## src/rtl/reverb_dram_pkg.sv

```systemverilog
// Shared constants, types and helpers for the reverb DRAM write path.
package reverb_dram_pkg;

  localparam int PIX_W               = 16;
  localparam int WORD_W              = 128;
  localparam int BEATS_PER_WORD      = 8;
  localparam int IDX_W               = $clog2(BEATS_PER_WORD);
  localparam int DEFAULT_FRAME_WORDS = 115200;

  // SYNC waits for the first end-of-frame; RUN packs and addresses words.
  typedef enum logic {
    SYNC = 1'b0,
    RUN  = 1'b1
  } wr_state_t;

  // Returns word with lane idx replaced by pix; lane 0 sits at bits [15:0].
  function automatic logic [WORD_W-1:0] insert_lane(
    input logic [WORD_W-1:0] word,
    input logic [IDX_W-1:0]  idx,
    input logic [PIX_W-1:0]  pix
  );
    logic [WORD_W-1:0] r;
    r = word;
    r[idx*PIX_W +: PIX_W] = pix;
    return r;
  endfunction

endpackage

```

## src/rtl/reverb_dram_writer_if.sv

```systemverilog
// Addressed 128-bit write request channel towards the memory arbiter.
interface reverb_dram_writer_if
  import reverb_dram_pkg::*;
#(
  parameter int ADDR_W = 27
);

  logic [WORD_W-1:0] data;
  logic [ADDR_W-1:0] addr;
  logic              valid;
  logic              ready;

  modport master (output data, output addr, output valid, input ready);
  modport slave  (input data, input addr, input valid, output ready);

endinterface

```

## src/rtl/sync_fifo.sv

```systemverilog
// Single-clock FIFO with a registered output stage. The output register counts
// towards DEPTH, so the FIFO holds exactly DEPTH entries in total. A pop in the
// same cycle as a push to a full FIFO frees the slot the push needs.
module sync_fifo #(
  parameter int WIDTH = 8,
  parameter int DEPTH = 16   // power of two, at least 2
) (
  input  logic             clk,
  input  logic             rst,
  input  logic             push,
  input  logic [WIDTH-1:0] din,
  input  logic             pop,
  output logic [WIDTH-1:0] dout,
  output logic             full,
  output logic             empty
);

  localparam int PTR_W = $clog2(DEPTH);
  localparam int CNT_W = $clog2(DEPTH + 1);

  logic [WIDTH-1:0] mem [DEPTH];
  logic [PTR_W-1:0] wr_ptr;
  logic [PTR_W-1:0] rd_ptr;
  logic [CNT_W-1:0] mem_cnt;
  logic             out_valid;
  logic             do_pop;
  logic             do_push;
  logic             do_load;

  assign empty   = !out_valid;
  assign full    = (mem_cnt + CNT_W'(out_valid)) == CNT_W'(DEPTH);
  assign do_pop  = pop && out_valid;
  assign do_push = push && (!full || do_pop);
  assign do_load = (mem_cnt != '0) && (!out_valid || do_pop);

  // Storage array write port.
  // NOTE: the storage array has no reset; occupancy is tracked by mem_cnt and
  // out_valid, so stale contents are never observed and the array can map to RAM.
  always_ff @(posedge clk) begin
    if (do_push) mem[wr_ptr] <= din;
  end

  // Pointers, occupancy and the registered output stage.
  // NOTE: sequential state uses non-blocking assignments so every register
  // samples pre-edge values regardless of statement order.
  always_ff @(posedge clk) begin
    if (rst) begin
      wr_ptr    <= '0;
      rd_ptr    <= '0;
      mem_cnt   <= '0;
      out_valid <= 1'b0;
      dout      <= '0;
    end else begin
      if (do_push) wr_ptr <= wr_ptr + PTR_W'(1);
      if (do_load) rd_ptr <= rd_ptr + PTR_W'(1);
      mem_cnt <= mem_cnt + CNT_W'(do_push) - CNT_W'(do_load);
      if (do_load) begin
        dout      <= mem[rd_ptr];
        out_valid <= 1'b1;
      end else if (do_pop) begin
        out_valid <= 1'b0;
      end
    end
  end

endmodule

```

## src/rtl/reverb_dram_writer.sv

```systemverilog
// Packs the 16-bit reverb feedback stream into 128-bit, frame-addressed DRAM
// write requests. The source cannot stall, so a FIFO absorbs arbiter
// backpressure and words that find it full are dropped (flagged by overflow).
module reverb_dram_writer
  import reverb_dram_pkg::*;
#(
  parameter int                FIFO_DEPTH  = 16,
  parameter int                ADDR_W      = 27,
  parameter logic [ADDR_W-1:0] FRAME_BASE  = '0,
  parameter int                FRAME_WORDS = DEFAULT_FRAME_WORDS
) (
  input  logic                 clk,
  input  logic                 rst,
  input  logic [PIX_W-1:0]     s_data,
  input  logic                 s_valid,
  input  logic                 s_tlast,
  reverb_dram_writer_if.master m,
  output logic                 frame_done,
  output logic                 overflow,
  output logic                 frame_error
);

  localparam int CNT_W  = $clog2(FRAME_WORDS + 1);
  localparam int FILL_W = IDX_W + 1;
  localparam int ENTRY_W = WORD_W + ADDR_W;

  wr_state_t         state, state_n;
  logic [IDX_W-1:0]  idx, idx_n;
  logic [WORD_W-1:0] pack, pack_n;
  logic [CNT_W-1:0]  count, count_n;
  logic              push_pend, push_pend_n;
  logic [WORD_W-1:0] push_word, push_word_n;
  logic [ADDR_W-1:0] push_addr, push_addr_n;
  logic              done_n;
  logic              err_n;

  logic [WORD_W-1:0] beat_word;
  logic [FILL_W-1:0] fill;
  logic [CNT_W-1:0]  word_idx;
  logic              emit;

  logic [ENTRY_W-1:0] fifo_dout;
  logic               fifo_full;
  logic               fifo_empty;
  logic               drop;

  // Next-state, packer, word counter and push request.
  // NOTE: every variable gets a default at the top so no path leaves one
  // unassigned, which would otherwise infer a latch.
  always_comb begin
    state_n     = state;
    idx_n       = idx;
    pack_n      = pack;
    count_n     = count;
    push_pend_n = 1'b0;
    push_word_n = push_word;
    push_addr_n = push_addr;
    done_n      = 1'b0;
    err_n       = frame_error;
    beat_word   = pack;
    fill        = '0;
    word_idx    = '0;
    emit        = 1'b0;

    unique case (state)
      SYNC: begin
        if (s_tlast) begin
          state_n = RUN;
          idx_n   = '0;
          pack_n  = '0;
          count_n = '0;
        end
      end
      RUN: begin
        beat_word = s_valid ? insert_lane(pack, idx, s_data) : pack;
        fill      = {1'b0, idx} + FILL_W'(s_valid);
        emit      = (fill == FILL_W'(BEATS_PER_WORD)) || (s_tlast && (fill != '0));
        // A word beyond the frame length wraps to slot 0 so the address
        // never leaves the frame region.
        word_idx  = (count == CNT_W'(FRAME_WORDS)) ? '0 : count;

        if (emit) begin
          push_pend_n = 1'b1;
          push_word_n = beat_word;
          push_addr_n = FRAME_BASE + (ADDR_W'(word_idx) << 3);
          count_n     = word_idx + CNT_W'(1);
          pack_n      = '0;
          idx_n       = '0;
          if (count == CNT_W'(FRAME_WORDS)) err_n = 1'b1;
        end else begin
          pack_n = beat_word;
          idx_n  = fill[IDX_W-1:0];
        end

        if (s_tlast) begin
          if (count_n != CNT_W'(FRAME_WORDS)) err_n = 1'b1;
          count_n = '0;
          idx_n   = '0;
          pack_n  = '0;
          done_n  = 1'b1;
        end
      end
      default: state_n = SYNC;
    endcase
  end

  // State register.
  always_ff @(posedge clk) begin
    if (rst) state <= SYNC;
    else     state <= state_n;
  end

  // Packer, counter, push stage and sticky flags.
  always_ff @(posedge clk) begin
    if (rst) begin
      idx         <= '0;
      pack        <= '0;
      count       <= '0;
      push_pend   <= 1'b0;
      push_word   <= '0;
      push_addr   <= '0;
      frame_done  <= 1'b0;
      frame_error <= 1'b0;
      overflow    <= 1'b0;
    end else begin
      idx         <= idx_n;
      pack        <= pack_n;
      count       <= count_n;
      push_pend   <= push_pend_n;
      push_word   <= push_word_n;
      push_addr   <= push_addr_n;
      frame_done  <= done_n;
      frame_error <= err_n;
      if (drop) overflow <= 1'b1;
    end
  end

  // A pending push is lost only when the FIFO is full and nothing leaves it
  // in the same cycle.
  assign drop = push_pend && fifo_full && !(m.valid && m.ready);

  sync_fifo #(
    .WIDTH (ENTRY_W),
    .DEPTH (FIFO_DEPTH)
  ) u_fifo (
    .clk   (clk),
    .rst   (rst),
    .push  (push_pend),
    .din   ({push_word, push_addr}),
    .pop   (m.ready),
    .dout  (fifo_dout),
    .full  (fifo_full),
    .empty (fifo_empty)
  );

  assign m.data  = fifo_dout[ADDR_W +: WORD_W];
  assign m.addr  = fifo_dout[ADDR_W-1:0];
  assign m.valid = !fifo_empty;

endmodule

```

## src/flat_wrapper.sv

```systemverilog
// flat-port wrapper written by rule: the top's interface ports become plain ports
module reverb_dram_writer_flat import reverb_dram_pkg::*;
#(
  parameter int                FIFO_DEPTH  = 16,
  parameter int                ADDR_W      = 27,
  parameter logic [ADDR_W-1:0] FRAME_BASE  = '0,
  parameter int                FRAME_WORDS = DEFAULT_FRAME_WORDS
)
  (clk, rst, s_data, s_valid, s_tlast, frame_done, overflow, frame_error, m_data, m_addr, m_valid, m_ready);
  reverb_dram_writer_if #(.ADDR_W(ADDR_W)) m_i ();
  input  logic clk;
  input  logic rst;
  input  logic [PIX_W-1:0] s_data;
  input  logic s_valid;
  input  logic s_tlast;
  output logic frame_done;
  output logic overflow;
  output logic frame_error;
  output wire logic [$bits(m_i.data)-1:0] m_data;
  output wire logic [$bits(m_i.addr)-1:0] m_addr;
  output wire logic [$bits(m_i.valid)-1:0] m_valid;
  input wire logic [$bits(m_i.ready)-1:0] m_ready;
  assign m_data = m_i.data;
  assign m_addr = m_i.addr;
  assign m_valid = m_i.valid;
  assign m_i.ready = m_ready;
  reverb_dram_writer #(.FIFO_DEPTH(FIFO_DEPTH), .ADDR_W(ADDR_W), .FRAME_BASE(FRAME_BASE), .FRAME_WORDS(FRAME_WORDS)) u_core (.clk(clk), .rst(rst), .s_data(s_data), .s_valid(s_valid), .s_tlast(s_tlast), .m(m_i), .frame_done(frame_done), .overflow(overflow), .frame_error(frame_error));
endmodule
```

## config.mk

```make
export PLATFORM = sky130hd
export DESIGN_NAME = reverb_dram_writer_flat
export DESIGN_NICKNAME = d
export VERILOG_FILES = /design/src/rtl/reverb_dram_pkg.sv /design/src/rtl/reverb_dram_writer_if.sv /design/src/rtl/sync_fifo.sv /design/src/rtl/reverb_dram_writer.sv /design/src/flat_wrapper.sv
export SDC_FILE = /design/constraint.sdc
export NUM_CORES = 2
export LEC_CHECK = 0
export BUFFER_PORTS_ARGS = -buffer_cell sky130_fd_sc_hd__buf_2
export CORE_UTILIZATION = 40
export DETAILED_ROUTE_END_ITERATION = 12
export HOLD_SLACK_MARGIN = 0.1
export PLACE_DENSITY_LB_ADDON = 0.12
export REMOVE_ABC_BUFFERS = 1
export SLEW_MARGIN = 20
export SYNTH_ARGS = -nofsm -noshare
export SYNTH_HDL_FRONTEND = slang
export SYNTH_SLANG_ARGS = --single-unit
```

## constraint.sdc

```tcl
create_clock -name clk -period 19.1 [get_ports clk]
set_input_delay 3.82 -clock clk [delete_from_list [all_inputs] [get_ports clk]]
set_output_delay 3.82 -clock clk [all_outputs]
set_load 0.02 [all_outputs]
```

==> flow_metrics.tcl <==
set metrics [dict create \
    outcome "complete, no violations" \
    via_per_inst 5.495 \
    first_iter_violations 4492 \
    detailroute.via_count 51170 \
    synth_seq_area_share_pct 75.05 \
    asyncSetResetFlopFracSynth_pct 0 \
    worst_skew_pair.late_latency_ns 0.92 \
    clock.fmax_mhz 126.8 \
    crit_arrival_ns 8.70 \
    start_util_pct 40.33 \
    detail_route.drc_violations 0 \
    tightestPinTransition_ns 1.101 \
    drt_wl_total_mm 260.9 \
    globalRoute.totalOverflow 0 \
    path_cells "buf_2 -> ha_1 -> ha_1 -> or3_1 -> a21oi_4 -> buf_4 -> buf_4 -> buf_4 -> nor2_1 -> a211oi_1" \
    routabilityCongestion 0.7567 \
    finish.net_count 5621 \
    number_of_global_route_vias_before_repair 52860 \
    cts-root-buf "clkbuf_16" \
    firstDrtPassIters 5 \
    die_w_um 514.4 \
    hold_path_startpoint "u_core.u_fifo.dout[123]" \
    timing.hold.worst_path_depth 2 \
    cts_made_buffers 313 \
    synth_top_area_share_pct 66.33 \
    finalWorstSetupSlack_ns 11.21 \
    power.density_nw_per_um2 128.9 \
    die_area_um2 264600 \
    grt_pass1_wl_mm 378.4 \
    ys_ff_latch 2777 \
    vdd.ir_drop.worst_mv 0.1034 \
    post_synth.cell_area_avg_um2 19.63 \
    clk_pin_slew_worst_paths_ns 0.06 \
    io_buffer_count 169 \
    drtAntennaViolNets 0 \
    synth_top_cells_by_count "edfxtp_1 (2,320), mux4_2 (725), dfxtp_1 (457)" \
    power.leakage_nw 37.19 \
    worst_path_largest_cell_delay_ns 0.84 \
    final.period_utilization_pct 41.30 \
    end_kind "flop" \
    core_ar_um2 260400 \
    fin_crit_ns 7.889 \
    tritoncts_num_sinks 2777 \
    max-cap-violations 0 \
    worst_setup_path_start_kind "primary input" \
    post_cts_hold_buffer_count 0 \
    synthToLayoutAreaGrowth_pct 13.76 \
    synth-warning-count 0 \
    hpwl_mm 138.2 \
    highest_delay_cell_along_the_critical_path "buf_4" \
    maxSlewHeadroom_pct 26.38 \
    cts-root-to-sink-buffers 4 \
    yosys.cell_count.top_type "edfxtp_1" \
    max_fo_critical_path 97 \
    grt_start_max_net_pins 135 \
    finalHoldViolCount 0 \
    cts_post_setup_buffers_inserted 0 \
    r2r_slack_ns 13.85 \
    synth.distinct_cells 64 \
    detail_route.wl_per_cell_um 28.02 \
    grt_setup_unrepaired "no" \
    cts_max_level 5 \
    critical_path.most_common_cell "buf_4" \
    hold_end "u_core.u_fifo.dout[123]" \
    post_synth_inst_count 5349 \
    r2r_start "u_core.idx[1]" \
    std_cell_rows 187 \
    hp-class "flop to flop" \
    criticalPathCategory "primary input to flop" \
    final-max-slew-violation-count 0 \
    setup_viol 0 \
    syn-cell-area_um2 105000 \
    synth_edf_count 2320 \
    clock-skew-final_ns 0.04593 \
    boundaryPins 180 \
    worst_r2r_path_depth 9 \
    grt_antenna_before_repair 15 \
    synthDominantAreaCellType "edfxtp_1" \
    worstReg2RegEnd "u_core.push_word[35]" \
    die_height_um 514.4 \
    cts_tree "done" \
    groute.usage.overall_pct 19.75 \
    power_mw 15.40 \
    drive_above_1_share_pct 25.58 \
    cts_repair_resizes 0 \
    place_ws_ns 10.28 \
    ys_top_cells_by_area "edfxtp_1 (66%), mux4_2 (16%), dfxtp_1 (8.7%)" \
    ys_dominant_reg_cell "edfxtp_1" \
    worst_ep_required_time_ns 19.91 \
]
[cell families (layout without fill, tap and decap cells)]
group	count (synthesis)	count (layout)	synth area share, %
AO/OA/AOI/OAI	474	474	3.030
AND/OR/NAND/NOR	830	830	3.312
multiplexers	825	825	16.50
XOR/XNOR	31	31	0.2585
buffers and inverters	390	844	1.593
adder cells (fa/ha/maj)	21	21	0.2573
flip-flops	2777	2777	75.05
other	1	13	0.003571
[cells in the final DEF (no fill, tap or decap), drive strengths merged, types with 100 or more instances in the layout]
cell	count
edfxtp	2320
nand2	407
buf	277
nor2	317
dfxtp	457
a211oi	100
mux2i	100
clkbuf	412
clkinv	102
a22oi	130
mux4	725
a21oi	180
[stage by stage]
stage / setup TNS (ns) / utilization [%] / cells / hold WS [ns] / cell area, µm²
3_5_place_dp: 0 / 42.16 / 8757 / 0.4440 / 109800
5_1_grt: 0 / 45.88 / 9309 / 0.4666 / 119500
4_1_cts: 0 / 45.85 / 9305 / 0.4524 / 119400
3_3_place_gp: 0 / 42.16 / 8757 / 0.4407 / 109800
6_report: 0 / 45.88 / 9311 / 0.4490 / 119500
2_1_floorplan: -931.96 / - / 4986 / 0.4487 / 103500
[worst max-delay path by stage]
stage	start	to	slack, ns	cells after the start
6_report	s_valid	u_core.push_word[35]	11.21	10
5_1_grt	s_valid	u_core.push_word[45]	10.84	11
4_1_cts	s_valid	u_core.push_word[35]	11.25	10
3_5_place_dp	s_valid	u_core.push_word[35]	10.28	10
3_3_place_gp	s_valid	u_core.push_word[109]	10.40	10
2_1_floorplan	u_core.u_fifo.rd_ptr[0]	u_core.u_fifo.dout[100]	-6.29	4
[where the power goes]
| part | internal, mW | switching, mW |
|---|---|---|
| clock network | 3.34 | 2.35 |
| registers | 6.70 | 0.179 |
| logic | 1.29 | 1.54 |
| total | 11.3 | 4.07 |
[state kept, by name, summed over array words and instances (netlist names)]
name / count
u_core.push_pend: 1
u_core.count: 17
u_core.u_fifo.rd_ptr: 4
u_core.idx: 3
u_core.u_fifo.mem: 2320
u_core.u_fifo.dout: 145
u_core.frame_error: 1
u_core.u_fifo.mem_cnt: 5
u_core.push_word: 128
u_core.u_fifo.wr_ptr: 4
u_core.pack: 128
u_core.overflow: 1
u_core.frame_done: 1
u_core.state: 1
u_core.push_addr: 17
u_core.u_fifo.out_valid: 1
[cell type report]
type                       instances  area [µm²]
multi-input combinational       2191       24730
clock inverter                   137        1124
fill                           22090      140900
timing repair buffer             278        1858
inverter                          18       75.07
clock buffer                     411        8479
sequential                      2777       78830
tap                             3496        4374
antenna                            3       7.507
[per-layer routing]
layer / share of wire [%] / track usage (%)
met3: 4.7 / 3.138
met4: 2.6 / 5.550
met2: 47 / 31.04
met5: 0.0038 / 0
met1: 46 / 28.51
[worst max-delay path: cells and delay by family]
kind                       cells  cell delay (ns)
buffers and inverters          4             2.56
and+or+nand+nor                2             0.66
AOI/OAI and AO/OA              2             0.96
adders and majority gates      2             0.63
(Power assumes the default switching activity.)
